**src/rtl/key_entry_controller.sv**
```systemverilog
// key_entry_controller: collects a CODE_LEN-symbol PIN from the keypad link,
// compares it against CODE_IN and reports OK/ERROR to the main FSM.
// Consecutive wrong codes are counted and trigger a timed lockout.
//
// Handshake: KEY_STATUS is a held status, not a pulse. Once it leaves NO_KEY
// (2'b11) it stays at OK (2'b00) or ERROR (2'b10) until KEY_ACK is sampled
// high in REPORT. It returns to NO_KEY on the following cycle. KEY_ACK is
// ignored in every other state.
module key_entry_controller #(
    parameter int CODE_LEN    = 4,
    parameter int TIMEOUT_CYC = 5000,
    parameter int MAX_FAILS   = 3,
    parameter int LOCKOUT_CYC = 30000,
    parameter int CNT_W       = 18
) (
    input  logic                  CLK,
    input  logic                  RST,
    input  logic [1:0]            KB_IN,
    input  logic                  KB_RECV,
    input  logic [2*CODE_LEN-1:0] CODE_IN,
    input  logic                  KEY_ACK,
    output logic [1:0]            KEY_STATUS,
    output logic                  BUSY,
    output logic                  LOCKED,
    output logic [1:0]            FAIL_CNT,
    output logic [1:0]            DBG_STATE
);

    typedef enum logic [1:0] {
        S_IDLE    = 2'd0,
        S_COLLECT = 2'd1,
        S_REPORT  = 2'd2,
        S_LOCKOUT = 2'd3
    } state_t;

    localparam int              IDX_W    = (CODE_LEN > 1) ? $clog2(CODE_LEN) : 1;
    localparam logic [IDX_W-1:0] IDX_LAST = IDX_W'(CODE_LEN - 1);
    localparam logic [CNT_W-1:0] TO_LAST  = CNT_W'(TIMEOUT_CYC - 1);
    localparam logic [CNT_W-1:0] LO_LAST  = CNT_W'(LOCKOUT_CYC - 1);
    localparam logic [1:0]       FAIL_MAX = 2'(MAX_FAILS);
    localparam logic [1:0]       ST_OK    = 2'b00;
    localparam logic [1:0]       ST_ERR   = 2'b10;
    localparam logic [1:0]       ST_NONE  = 2'b11;

    // Synchronizer and edge-detector flops
    logic [1:0] kb_in_s1_q, kb_in_s2_q;
    logic       kb_recv_s1_q, kb_recv_s2_q, kb_recv_d_q;
    logic       sym_evt;

    // FSM state and datapath registers
    state_t           state_q, state_d;
    logic [CNT_W-1:0] cnt_q, cnt_d;
    logic [IDX_W-1:0] idx_q, idx_d;
    logic             mism_q, mism_d;
    logic [1:0]       status_q, status_d;
    logic [1:0]       fail_q, fail_d;

    logic [1:0] exp_sym;
    logic       mism_any;
    logic [1:0] fail_inc;

    // Two-flop synchronizers on the keypad pins plus a delay flop for edge detect
    always_ff @(posedge CLK or negedge RST) begin
        if (!RST) begin
            kb_in_s1_q   <= 2'b00;
            kb_in_s2_q   <= 2'b00;
            kb_recv_s1_q <= 1'b0;
            kb_recv_s2_q <= 1'b0;
            kb_recv_d_q  <= 1'b0;
        end else begin
            kb_in_s1_q   <= KB_IN;
            kb_in_s2_q   <= kb_in_s1_q;
            kb_recv_s1_q <= KB_RECV;
            kb_recv_s2_q <= kb_recv_s1_q;
            kb_recv_d_q  <= kb_recv_s2_q;
        end
    end

    // A symbol is the synced strobe rising; a held-high strobe yields one event
    assign sym_evt = kb_recv_s2_q & ~kb_recv_d_q;

    // Select the reference symbol for the current index; symbol 0 sits in the MSBs
    always_comb begin
        exp_sym = 2'b00;
        for (int i = 0; i < CODE_LEN; i++) begin
            if (idx_q == IDX_W'(i)) begin
                exp_sym = CODE_IN[2*(CODE_LEN-1-i) +: 2];
            end
        end
    end

    assign mism_any = mism_q | (kb_in_s2_q != exp_sym);
    assign fail_inc = (fail_q < FAIL_MAX) ? fail_q + 2'd1 : fail_q;

    // State and datapath registers
    always_ff @(posedge CLK or negedge RST) begin
        if (!RST) begin
            state_q  <= S_IDLE;
            cnt_q    <= '0;
            idx_q    <= '0;
            mism_q   <= 1'b0;
            status_q <= ST_NONE;
            fail_q   <= 2'd0;
        end else begin
            state_q  <= state_d;
            cnt_q    <= cnt_d;
            idx_q    <= idx_d;
            mism_q   <= mism_d;
            status_q <= status_d;
            fail_q   <= fail_d;
        end
    end

    // Next-state logic: capture, timeout, report handshake and lockout timer
    always_comb begin
        state_d  = state_q;
        cnt_d    = cnt_q;
        idx_d    = idx_q;
        mism_d   = mism_q;
        status_d = status_q;
        fail_d   = fail_q;

        case (state_q)
            S_IDLE, S_COLLECT: begin
                if (sym_evt) begin
                    // A capture on the timeout cycle wins over the timeout
                    cnt_d = '0;
                    if (idx_q == IDX_LAST) begin
                        state_d  = S_REPORT;
                        status_d = mism_any ? ST_ERR : ST_OK;
                        idx_d    = '0;
                        mism_d   = 1'b0;
                    end else begin
                        state_d = S_COLLECT;
                        idx_d   = idx_q + IDX_W'(1);
                        mism_d  = mism_any;
                    end
                end else if (state_q == S_COLLECT) begin
                    if (cnt_q == TO_LAST) begin
                        // Abandoned entry: discard silently, failures untouched
                        state_d = S_IDLE;
                        cnt_d   = '0;
                        idx_d   = '0;
                        mism_d  = 1'b0;
                    end else begin
                        cnt_d = cnt_q + CNT_W'(1);
                    end
                end
            end
            S_REPORT: begin
                if (KEY_ACK) begin
                    status_d = ST_NONE;
                    if (status_q == ST_OK) begin
                        fail_d  = 2'd0;
                        state_d = S_IDLE;
                    end else begin
                        fail_d = fail_inc;
                        cnt_d  = '0;
                        state_d = (fail_inc == FAIL_MAX) ? S_LOCKOUT : S_IDLE;
                    end
                end
            end
            S_LOCKOUT: begin
                if (cnt_q == LO_LAST) begin
                    fail_d  = 2'd0;
                    cnt_d   = '0;
                    state_d = S_IDLE;
                end else begin
                    cnt_d = cnt_q + CNT_W'(1);
                end
            end
            default: state_d = S_IDLE;
        endcase
    end

    assign KEY_STATUS = status_q;
    assign BUSY       = (state_q == S_COLLECT);
    assign LOCKED     = (state_q == S_LOCKOUT);
    assign FAIL_CNT   = fail_q;
    assign DBG_STATE  = state_q;

endmodule

```
**config.mk**
```make
export PLATFORM = sky130hd
export DESIGN_NAME = key_entry_controller
export DESIGN_NICKNAME = d
export VERILOG_FILES = /design/src/rtl/key_entry_controller.sv
export SDC_FILE = /design/constraint.sdc
export NUM_CORES = 1
export LEC_CHECK = 0
export BUFFER_PORTS_ARGS = -buffer_cell sky130_fd_sc_hd__buf_2
export CORE_MARGIN = 1.5
export CORE_UTILIZATION = 35
export DETAILED_ROUTE_END_ITERATION = 8
export GPL_ROUTABILITY_DRIVEN = 0
export PLACE_DENSITY = 0.62
export RECOVER_POWER = 25
export SYNTH_ARGS = -nofsm -noshare
export SYNTH_HDL_FRONTEND = slang
export SYNTH_SLANG_ARGS = --single-unit
```
**constraint.sdc**
```tcl
create_clock -name CLK -period 1.65 [get_ports CLK]
set_input_delay 0.0825 -clock CLK [delete_from_list [all_inputs] [get_ports CLK]]
set_output_delay 0.0825 -clock CLK [all_outputs]
set_load 0.02 [all_outputs]
```
==> Implementation_results.wiki, run 1 <==
{| class="wikitable"
! Metric !! Value
|-
| Warnings, synthesis || 0
|-
| Arrival @ worst endpoint || 1.99 ns
|-
| Final Max Tran Viols || 0
|-
| Worst-skew pair later-pin latency || around 0.30 ns
|-
| Slew at the pin with the worst max-slew slack || ~0.7 ns
|-
| CTS Buffer Depth || 2
|-
| Largest net degree at the start of global routing || 14
|-
| Maximum vdd ir drop || a little under 1 mV
|-
| Power density normalized to cell area || 1640 nW/µm²
|-
| Worst Slack Setup Final || -0.188 ns
|-
| Die ar. || approximately 6000 µm²
|-
| Net switching fraction of the power || 0.405
|-
| Drc violations || 0
|-
| Largest fanout of any net on the critical path || 6
|-
| Net count of the mapped netlist || roughly 220
|-
| Final hold vios || 0
|-
| Tightest hold margin || approximately 0.22 ns
|-
| Number of vias after detailed routing || 1849
|-
| Number of fill cells || between 400 and 500
|-
| Max-cap violation count || 0
|-
| Multi-input logic area || roughly 1200 µm²
|-
| Starting Density || 0.372
|-
| Post-Synthesis Cells || ~200
|-
| Clock slew at reported path FFs || about 0.070 ns
|-
| Hold/Removal Path Class || primary input to register
|-
| Fraction of final layout cells with drive strength greater than 1 || 0.502
|-
| Number of antenna violations at the first check in global routing || 0
|-
| Cell Chain, Critical Path || or4_4, nor3_4, a211oi_4, buf_6, o211ai_2, o311ai_2
|-
| Maximum cell stage delay along the critical path || between 0.5 and 0.6 ns
|-
| Period Utilization, post-route || 1.11
|-
| Sequential cell area || 860 µm²
|-
| Count of buffers inserted at the top-level ports || 21
|-
| Proportion of synthesized chip area in sequential cells || 0.438
|-
| Data required time of the critical path || 1.81 ns
|-
| Critical path capture point type || register
|-
| Post-Synthesis Mean Instance Area || about 9.7 µm²
|-
| Pre-Repair DR Iteration Count || 4
|-
| Fraction of synthesized cell area taken by the top area cell type || 0.411
|-
| Sw Pwr || a little under 2 mW
|-
| Cell with the largest stage delay on the worst path || sky130_fd_sc_hd__or4_4
|-
| Global-route usage over all layers || 0.187
|-
| Detailed router's first-iteration violation count || 92
|-
| Worst setup path class || register to register
|-
| Fin area || 2930 µm²
|-
| Proportion of power drawn by flip-flops and latches || 0.276
|-
| Logic gate share of total power || 0.557
|-
| Global route overflow || 0
|-
| Detailed-route wire length per cell || 15.0 µm
|-
| Outcome || finished, violations left
|-
| Distinct cells, synth || about 50
|-
| Root Driver || sky130_fd_sc_hd__clkbuf_8
|-
| CTS H-Tree Depth || 2
|-
| Nets || 303
|-
| Normalized max-slew margin || 0.540
|-
| Total clock buffers created by CTS || 5
|-
| Routed vias/inst || roughly 5.2
|-
| Vert. Die Dim || 77.6 µm
|-
| Top cell type by total area after synthesis || sky130_fd_sc_hd__dfrtp_1
|-
| Die W || between 70 and 80 µm
|-
| Final setup viols || 25
|-
| Post-Syn Area || 1950 µm²
|-
| Kind of cell with the highest combined delay on the critical path || simple AND/OR/NAND/NOR gates
|-
| Ant. Diodes || 0
|-
| Kind of start point of the critical path || register
|-
| Core area || about 5200 µm²
|-
| Fmax || around 0.54 GHz
|-
| CP Buf/Inv Count || 1
|-
| Part of the power in the clock network || 0.167
|-
| Layout-stage area growth over the synthesis result || 50.5%
|-
| Clock skew || approximately 0.01 ns
|-
| Clock tree from TritonCTS || yes
|-
| Number of I/O pins || 22
|-
| Vias in the first global route || ~1800
|-
| Internal power contribution || 2.87 mW
|-
| Post-detail-place hpwl || 3.68 mm
|-
| Setup repair after global routing missed its margin || true
|-
| Failing checks || setup timing
|-
| Cell row count || 26
|-
| Cell area after placement || approximately 2500 µm²
|-
| Leak || 1.25 nW
|-
| Post-synthesis sequential element count || 34
|-
| Total wire length || around 5.3 mm
|-
| Global-route wire length before repair || approximately 9 mm
|-
| Final period demand of the worst path || between 1.5 and 2 ns
|-
| Clock tree sinks || 34
|-
| DRT antenna net count || 0
|-
| Top cells by area in the synthesized netlist || sky130_fd_sc_hd__dfrtp_1 41%, sky130_fd_sc_hd__nand2_1 5.0%, sky130_fd_sc_hd__a21oi_1 3.3%
|}
==> repair_timing <==
action	4_1_cts	5_1_grt
hold buffers	4	0
hold endpoints to repair	35	0
setup endpoints to repair	24	26
pin swaps	16	27
resized for setup	26	22
buffers inserted	9	6
==> Yosys cell counts (all sizes together) <==
library cell,n
a211oi,1
a21boi,1
a21o,2
a21oi,14
a221oi,3
a31oi,2
a41o,1
and2,4
and3,5
and4,2
buf,7
clkbuf,1
dfrtp,32
dfstp,2
ha,5
inv,8
mux2,1
nand2,26
nand3,4
nand3b,3
nand4,5
nand4b,1
nor2,9
nor2b,3
nor3,7
nor3b,3
nor4,1
o211ai,10
o21ai,18
o221ai,1
o22ai,1
o311ai,4
o31ai,1
or2,1
or3,4
or3b,1
or4,1
or4b,1
xnor2,3
xor2,3
==> power groups by stage <==
stage	sequential [mW]	combinational, mW	clock (mW)
6_report	1.33	2.68	0.806
5_1_grt	1.36	2.91	0.852
4_1_cts	1.31	2.48	0.816
3_5_place_dp	1.30	2.18	0
3_3_place_gp	1.30	2.15	0
2_1_floorplan	1.38	1.21	0
==> kinds of logic after synthesis <==
kind of cell               synth area share
DFF                                   0.438
AOI/OAI and AO/OA                     0.218
muxes                               0.00578
xor gates and xnor gates             0.0270
and+or+nand+nor                       0.234
buffers and inverters                0.0462
adders and majority gates            0.0321
==> cell usage in the layout, fill, tap and decap left out, types with 3 or more instances in the layout <==
master / n
sky130_fd_sc_hd__dfrtp_1: 27
sky130_fd_sc_hd__inv_1: 6
sky130_fd_sc_hd__buf_6: 8
sky130_fd_sc_hd__or3_1: 4
sky130_fd_sc_hd__o211ai_1: 6
sky130_fd_sc_hd__and2_1: 3
sky130_fd_sc_hd__o21ai_1: 8
sky130_fd_sc_hd__a21oi_2: 10
sky130_fd_sc_hd__clkbuf_8: 6
sky130_fd_sc_hd__nand3b_1: 3
sky130_fd_sc_hd__nand2_1: 26
sky130_fd_sc_hd__buf_4: 49
sky130_fd_sc_hd__nand3_1: 4
sky130_fd_sc_hd__o211ai_2: 4
sky130_fd_sc_hd__o21ai_2: 4
sky130_fd_sc_hd__nor2_1: 6
sky130_fd_sc_hd__nor3_1: 6
sky130_fd_sc_hd__nand4_1: 5
sky130_fd_sc_hd__dfrtp_2: 5
sky130_fd_sc_hd__dlygate4sd3_1: 4
sky130_fd_sc_hd__and3_1: 4
sky130_fd_sc_hd__a21oi_1: 3
sky130_fd_sc_hd__buf_2: 20
sky130_fd_sc_hd__xor2_1: 3
sky130_fd_sc_hd__a221oi_2: 3
sky130_fd_sc_hd__o21ai_0: 5
sky130_fd_sc_hd__nor2b_1: 3
==> routing by layer <==
metal	share of wire	vias to the layer above	GRT usage	routed length (µm)
met3	0.043	8	0.0282	230
met5	0	-	0	0
met4	0.016	0	0.0818	85
li1	-	905	-	-
met2	0.47	52	0.294	2510
met1	0.47	884	0.255	2490
==> worst reg2reg max path, delay by kind of cell (launching register included) <==
kind	cells	cell delay, ns
AND/OR/NAND/NOR	2	0.74
AO/OA/AOI/OAI	3	0.42
buffers and inverters	1	0.17
flip-flops	1	0.38
==> path summary, 6_finish.rpt <==
| check | startpoint | endpoint | slack, ns | cells past startpoint |
|---|---|---|---|---|
| worst max-delay path | cnt_q[5] | cnt_q[7] | -0.19 | 6 |
| worst min-delay path | KEY_ACK | KEY_STATUS[0] | 0.22 | 3 |
| worst max register to register | cnt_q[5] | cnt_q[7] | -0.19 | 6 |
| worst min register to register | kb_in_s1_q[0] | kb_in_s2_q[0] | 0.35 | 0 |
| max in group asynchronous | RST | KEY_STATUS[0] | 0.61 | 3 |
| min in group asynchronous | RST | cnt_q[4] | 0.34 | 2 |
==> area by class of cell <==
cell class	count	share of cell area
tap	70	0.0299
timing repair buffer	83	0.212
sequential	34	0.293
clock buffer	7	0.0294
multi-input combinational	152	0.415
inverter	8	0.0102
clock inverter	1	0.0102
==> flip-flops by register name, summed over array words and instances (netlist names) <==
signal	flops
kb_recv_s1_q	1
DBG_STATE	2
kb_recv_s2_q	1
kb_in_s1_q	2
kb_in_s2_q	2
idx_q	2
mism_q	1
KEY_STATUS	2
FAIL_CNT	2
cnt_q	18
kb_recv_d_q	1
==> through the flow <==
stage / total power [mW] / TNS [ns] / instances / utilization / setup slack [ns]
2_1_floorplan: 2.59 / -0.887 / 202 / - / -0.0999
3_3_place_gp: 3.45 / -2.51 / 330 / 0.475 / -0.168
3_5_place_dp: 3.48 / -3.25 / 330 / 0.475 / -0.256
4_1_cts: 4.61 / -3.17 / 349 / 0.533 / -0.206
5_1_grt: 5.12 / -4.30 / 355 / 0.560 / -0.251
6_report: 4.82 / -2.51 / 355 / 0.560 / -0.188
Note: power is estimated with default switching activity, not from simulation.
==> inputs of run 2 (changes only) <==
--- a/config.mk
+++ b/config.mk
@@ -10,7 +10,8 @@
 export CORE_UTILIZATION = 35
 export DETAILED_ROUTE_END_ITERATION = 8
 export GPL_ROUTABILITY_DRIVEN = 0
-export PLACE_DENSITY = 0.62
+export HOLD_SLACK_MARGIN = 0.15
+export PLACE_DENSITY = 0.6
 export RECOVER_POWER = 25
 export SYNTH_ARGS = -nofsm -noshare
 export SYNTH_HDL_FRONTEND = slang
==> constraint.sdc (replaced) <==
create_clock -name CLK -period 1.7 [get_ports CLK]
set_input_delay 0.085 -clock CLK [delete_from_list [all_inputs] [get_ports CLK]]
set_output_delay 0.085 -clock CLK [all_outputs]
set_load 0.02 [all_outputs]
==> run 2 against run 1 <==
Against the previous run: the run still ends with setup timing left; first-iteration DRC count up 37%; global-route usage down 0.67 points; via count is 0.11% lower; largest power group unchanged; worst hold slack worse by 0.032 ns; sequential cell count stayed put; die area stayed put; sequential power fell by 4%; total power down 6.0%; setup slack improved by 0.053 ns; non-clock buffer count shrank 7.
==> Implementation_results.wiki, run 2 (same netlist as run 1, synthesis figures left out) <==
{| class="wikitable"
! Metric !! Value
|-
| Kind of start point of the critical path || register
|-
| Total clock buffers created by CTS || 5
|-
| Final period demand of the worst path || approximately 1.8 ns
|-
| Failing checks || setup timing
|-
| Final Max Tran Viols || 0
|-
| Cell row count || 26
|-
| Count of buffers inserted at the top-level ports || 21
|-
| Fmax || approximately 0.55 GHz
|-
| Final non-filler cell total || between 300 and 400
|-
| Leak || around 1.2 nW
|-
| Total Neg Setup Slack || -1.67 ns
|-
| Final setup viols || 22
|-
| Slew at the pin with the worst max-slew slack || between 0.9 and 1 ns
|-
| Most flop-heavy register || cnt_q
|-
| Nets || 296
|-
| R2R Setup Slk || -0.13 ns
|-
| Critical path capture point type || register
|-
| Core area || around 5200 µm²
|-
| Total wire length || 5.07 mm
|-
| Final hold vios || 0
|-
| Outcome || finished, violations left
|-
| CTS H-Tree Depth || 2
|-
| Pre-Repair DR Iteration Count || 4
|-
| Die W || 77.6 µm
|-
| Proportion of power drawn by flip-flops and latches || 0.282
|-
| Count of placed standard cells including taps || ~330
|-
| Number of fill cells || between 400 and 500
|-
| Detailed router's first-iteration violation count || ~130
|-
| Routed vias/inst || between 5 and 6
|-
| Most common cell after layout, fill and taps aside || sky130_fd_sc_hd__buf_4
|-
| Multi-input logic area || between 1000 and 1500 µm²
|-
| Most frequent cells in the layout || 46 x sky130_fd_sc_hd__buf_4, 27 x sky130_fd_sc_hd__dfrtp_1, 26 x sky130_fd_sc_hd__nand2_1, 20 x sky130_fd_sc_hd__buf_2, 9 x sky130_fd_sc_hd__o21ai_1
|-
| Clock tree sinks || 34
|-
| Worst setup path class || register to register
|-
| Largest net degree at the start of global routing || 17
|-
| Sw Pwr || 1.84 mW
|-
| Setup repair after global routing missed its margin || true
|-
| DRT antenna net count || 0
|-
| Starting Density || 0.372
|-
| Root Driver || sky130_fd_sc_hd__clkbuf_8
|-
| Normalized max-slew margin || 0.395
|-
| Largest fanout of any net on the critical path || 11
|-
| Data required time of the critical path || roughly 1.9 ns
|-
| Global-route wire length before repair || roughly 8.4 mm
|-
| Layout-stage area growth over the synthesis result || 46.0%
|-
| Clock skew || 0.00494 ns
|-
| Post-detail-place hpwl || approximately 3.5 mm
|-
| Period Utilization, post-route || 1.08
|-
| Hold/Removal Path Class || primary input to register
|-
| Critical register-to-register path startpoint || cnt_q[0]
|-
| Detailed-route wire length per cell || ~15 µm
|-
| Number of vias after detailed routing || approximately 1800
|-
| Power density normalized to cell area || approximately 1600 nW/µm²
|-
| Drc violations || 0
|-
| Number of antenna violations at the first check in global routing || 0
|-
| Sequential cell area || between 800 and 900 µm²
|-
| Hold path startpoint || KEY_ACK
|-
| Global route overflow || 0
|-
| Max reg flops || 18
|-
| Number of I/O pins || 22
|-
| First element of the critical path || cnt_q[0]
|-
| Worst Slack Setup Final || -0.134 ns
|-
| Number of instances on the worst hold path || 3
|-
| Worst-skew pair later-pin latency || just under 0.3 ns
|-
| CTS Buffer Depth || 2
|-
| Internal power contribution || approximately 2.7 mW
|-
| Arrival @ worst endpoint || roughly 2.0 ns
|-
| Reg2reg path depth || 7
|-
| Vias in the first global route || ~1800
|-
| Vert. Die Dim || just under 80 µm
|-
| Max-cap violation count || 0
|-
| Die ar. || around 6000 µm²
|-
| Clock tree from TritonCTS || yes
|-
| Ant. Diodes || 0
|-
| Logic gate share of total power || 0.556
|-
| Fraction of final layout cells with drive strength greater than 1 || 0.464
|-
| Part of the power in the clock network || 0.162
|-
| Net switching fraction of the power || 0.406
|-
| Maximum vdd ir drop || 0.912 mV
|-
| Global-route usage over all layers || 0.181
|-
| Clock slew at reported path FFs || about 0.07 ns
|}
==> run 2: cell types whose count changed in the layout (fill, tap and decap cells not counted), sizes merged <==
cell    change
buf         -7
clkinv      +2
clkbuf      -2
==> run 2: worst paths after layout <==
path / to
min in group asynchronous: cnt_q[4]
max in group asynchronous: KEY_STATUS[1]
hold reg to reg: kb_in_s2_q[0]
setup reg to reg: cnt_q[5]
hold / removal: KEY_STATUS[0]
setup / recovery: cnt_q[5]
==> run 2: stage by stage <==
stage / setup WS (ns) / power, mW / cell area, µm² / util / hold slack [ns]
floorplan: -0.0502 / 2.47 / 1990 / - / -0.211
global placement: -0.164 / 3.27 / 2450 / 0.467 / 0.0329
detailed placement: -0.206 / 3.29 / 2450 / 0.467 / 0.0268
CTS: -0.149 / 4.41 / 2770 / 0.529 / 0.179
global route: -0.221 / 4.84 / 2850 / 0.543 / 0.228
finish: -0.134 / 4.53 / 2850 / 0.543 / 0.186
==> run 2: final cells by class <==
cell class                      count  area share
Clock buffer                        5      0.0242
Clock inverter                      3      0.0141
Multi-Input combinational cell    152       0.420
Tap cell                           70      0.0308
Inverter                            8      0.0114
Sequential cell                    34       0.302
Timing Repair Buffer               76       0.198
==> run 2: layer usage <==
layer  GRT usage  share of wire  vias up
met5           0              0        -
met2       0.290           0.48       53
li1            -              -      897
met1       0.240           0.46      891
met3      0.0329          0.047        6
met4      0.0709          0.016        0
==> run 2: power by group through the flow <==
stage | combinational (mW) | sequential, mW | clock [mW]
floorplan | 1.13 | 1.34 | 0
global placement | 2.01 | 1.26 | 0
detailed placement | 2.04 | 1.26 | 0
CTS | 2.37 | 1.27 | 0.762
global route | 2.74 | 1.31 | 0.789
finish | 2.52 | 1.28 | 0.733
==> run 2: what timing repair did <==
item | CTS | global route
endpoints found under the setup margin | 23 | 25
resized for setup | 31 | 9
endpoints found under the hold margin | 35 | 0
pin swaps | 16 | 13
hold buffers | 4 | 0
buffers inserted | 7 | 3
==> run 2: worst max-delay path, cell delays in order (launching register included) <==
cell                       delay, ns
sky130_fd_sc_hd__dfrtp_1        0.41
sky130_fd_sc_hd__ha_2           0.20
sky130_fd_sc_hd__and2_4         0.15
sky130_fd_sc_hd__and3_4         0.18
sky130_fd_sc_hd__a211oi_4       0.38
sky130_fd_sc_hd__nor2_2         0.09
sky130_fd_sc_hd__buf_12         0.16
sky130_fd_sc_hd__o211ai_1       0.19
==> inputs of run 3 (changes only) <==
--- a/config.mk
+++ b/config.mk
@@ -10,6 +10,7 @@
 export CORE_UTILIZATION = 35
 export DETAILED_ROUTE_END_ITERATION = 8
 export GPL_ROUTABILITY_DRIVEN = 0
+export GPL_TIMING_DRIVEN = 0
 export HOLD_SLACK_MARGIN = 0.15
 export PLACE_DENSITY = 0.6
 export RECOVER_POWER = 25
==> run 3 against run 2 <==
Against the previous run: the flow still finishes with violations (setup timing); sequential share of layout area grew 1.2 points; final area shrank 3.9%; highest routed layer unchanged; via count shrank 6.3%; worst hold slack gained 0.010 ns; sequential power grew 5%; wire length shrank 3.7%; clock-buffer cell count grew 1; clock power grew 26%; cell count shrank 6.0%; largest cell class unchanged.
==> Implementation_results.wiki, run 3 (same netlist as run 1, synthesis figures left out) <==
{| class="wikitable"
! Metric !! Value
|-
| Clock slew at reported path FFs || 0.07 ns
|-
| Data required time of the critical path || between 1.5 and 2 ns
|-
| Outcome || finished, violations left
|-
| Maximum vdd ir drop || between 0.8 and 0.9 mV
|-
| Proportion of power drawn by flip-flops and latches || 0.306
|-
| Post-detail-place hpwl || between 3 and 4 mm
|-
| Clock tree from TritonCTS || yes
|-
| Vias in the first global route || 1577
|-
| Drc violations || 0
|-
| Largest net degree at the start of global routing || 35
|-
| Total clock buffers created by CTS || 5
|-
| Detailed-route wire length per cell || approximately 15 µm
|-
| Max-cap violation count || 0
|-
| Total wire length || between 4 and 5 mm
|-
| End of the worst hold path || KEY_STATUS[0]
|-
| Internal power contribution || 2.64 mW
|-
| R2R Setup Slk || -0.14 ns
|-
| Part of the power in the clock network || 0.209
|-
| Largest fanout of any net on the critical path || 4
|-
| Max reg flops || 18
|-
| Pre-CTS WS || -0.291 ns
|-
| DRT antenna net count || 0
|-
| Worst Slack Setup Final || -0.142 ns
|-
| Net switching fraction of the power || 0.403
|-
| Number of antenna violations at the first check in global routing || 0
|-
| Reg2reg path depth || 7
|-
| Die W || 77.6 µm
|-
| Failing checks || setup timing
|-
| Sw Pwr || ~1.8 mW
|-
| Die ar. || about 6000 µm²
|-
| Critical register-to-register path startpoint || idx_q[1]
|-
| Slew at the pin with the worst max-slew slack || 0.864 ns
|-
| Global route overflow || 0
|-
| Setup repair after global routing missed its margin || true
|-
| Root Driver || sky130_fd_sc_hd__clkbuf_8
|-
| End of the worst register-to-register path || mism_q
|-
| Most flop-heavy register || cnt_q
|-
| Routed vias/inst || about 5.3
|-
| Kind of start point of the critical path || register
|-
| Ant. Diodes || 0
|-
| Fraction of final layout cells with drive strength greater than 1 || 0.436
|-
| CTS H-Tree Depth || 2
|-
| Critical path capture point type || register
|-
| Leak || about 1.1 nW
|-
| M1 wire length || approximately 2.4 mm
|-
| Fmax || around 0.54 GHz
|-
| Power density normalized to cell area || about 1600 nW/µm²
|-
| Logic gate share of total power || 0.486
|-
| Layout-stage area growth over the synthesis result || 40.3%
|-
| Final hold vios || 0
|-
| Tightest hold margin || between 0.15 and 0.2 ns
|-
| Period Utilization, post-route || 1.08
|-
| Final Max Tran Viols || 0
|-
| Nets || between 200 and 300
|-
| Normalized max-slew margin || 0.424
|-
| Wire length on met3 || ~150 µm
|-
| Starting Density || 0.372
|-
| Count of buffers inserted at the top-level ports || 21
|-
| CTS Buffer Depth || 2
|-
| Hold/Removal Path Class || primary input to register
|-
| Hold path startpoint || KEY_ACK
|-
| Vert. Die Dim || approximately 78 µm
|-
| Final setup viols || 22
|-
| Worst-skew pair later-pin latency || approximately 0.29 ns
|-
| Highest routed metal layer || met4
|-
| Worst setup path class || register to register
|-
| Global-route wire length before repair || about 8 mm
|-
| Clock skew || roughly 0.0034 ns
|-
| Final period demand of the worst path || between 1.5 and 2 ns
|-
| Number of I/O pins || 22
|-
| Number of vias after detailed routing || 1730
|-
| Pre-Repair DR Iteration Count || 4
|-
| Global-route usage over all layers || 0.170
|-
| Utilization after layout || 0.522
|-
| Most common cell after layout, fill and taps aside || sky130_fd_sc_hd__dfrtp_1
|-
| Routed length on met2 || around 2.3 mm
|-
| Core area || roughly 5200 µm²
|-
| Arrival @ worst endpoint || around 2 ns
|-
| Detailed router's first-iteration violation count || 87
|-
| Number of instances on the worst hold path || 3
|-
| Most frequent cells in the layout || 27 x sky130_fd_sc_hd__dfrtp_1, 26 x sky130_fd_sc_hd__nand2_1, 22 x sky130_fd_sc_hd__buf_4, 18 x sky130_fd_sc_hd__buf_2, 9 x sky130_fd_sc_hd__a21oi_1
|-
| Cell row count || 26
|-
| Clock tree sinks || 34
|}
## run 3: changes by cell type in the layout (fill, tap and decap cells not counted), sizes merged
| cell | previous run | this run |
|---|---|---|
| clkinv | 2 | 0 |
| bufinv | 1 | 2 |
| buf | 71 | 47 |
| clkbuf | 6 | 10 |
## run 3: layout make-up
| class | count | area (µm²) |
|---|---|---|
| Fill cell | 460 | 2500 |
| Multi-Input combinational cell | 152 | 1220 |
| Sequential cell | 34 | 860 |
| Timing Repair Buffer | 49 | 333 |
| Tap cell | 70 | 87.6 |
| Clock buffer | 6 | 82.6 |
| Clock inverter | 2 | 60.1 |
| Buffer | 6 | 57.6 |
| Inverter | 8 | 30.0 |
## run 3: power groups by stage
stage | sequential, mW | combinational [mW] | clock (mW)
6_report | 1.35 | 2.15 | 0.924
3_5_place_dp | 1.32 | 1.59 | 0
4_1_cts | 1.34 | 1.89 | 0.948
2_1_floorplan | 1.34 | 1.13 | 0
3_3_place_gp | 1.32 | 1.57 | 0
5_1_grt | 1.40 | 2.37 | 0.975
## run 3: timing repair
action,CTS,global route
pin swaps,15,17
endpoints found under the hold margin,35,0
cloned,1,0
hold buffers,4,0
setup endpoints to repair,25,25
resized for setup,28,22
buffers inserted,11,12
## run 3: worst max path at each step
stage | start | slack (ns) | to | cells past startpoint
global route | idx_q[0] | -0.23 | mism_q | 7
global placement | cnt_q[5] | -0.28 | cnt_q[10] | 5
finish | idx_q[1] | -0.14 | mism_q | 7
floorplan | cnt_q[13] | -0.05 | cnt_q[10] | 6
detailed placement | cnt_q[5] | -0.29 | cnt_q[10] | 5
CTS | idx_q[1] | -0.14 | mism_q | 7
## run 3: metal layers
| metal | vias up | global-route usage |
|---|---|---|
| met5 | - | 0 |
| met4 | 0 | 0.0655 |
| met3 | 6 | 0.0282 |
| met2 | 37 | 0.250 |
| met1 | 832 | 0.246 |
| li1 | 855 | - |
## run 3: worst max-delay path: stages, from the launching register on
cell,delay [ns]
sky130_fd_sc_hd__dfrtp_1,0.41
sky130_fd_sc_hd__buf_6,0.13
sky130_fd_sc_hd__ha_4,0.16
sky130_fd_sc_hd__a21oi_2,0.11
sky130_fd_sc_hd__a221oi_2,0.08
sky130_fd_sc_hd__or3_4,0.40
sky130_fd_sc_hd__a221oi_4,0.32
sky130_fd_sc_hd__o31ai_1,0.10
## run 3: stage by stage
step	instance area (µm²)	cells	power [mW]	TNS (ns)
global route	2740	327	4.75	-3.42
detailed placement	2180	293	2.91	-4.18
global placement	2180	293	2.89	-3.89
CTS	2560	316	4.18	-1.90
floorplan	1990	202	2.47	-0.205
finish	2740	327	4.43	-1.70
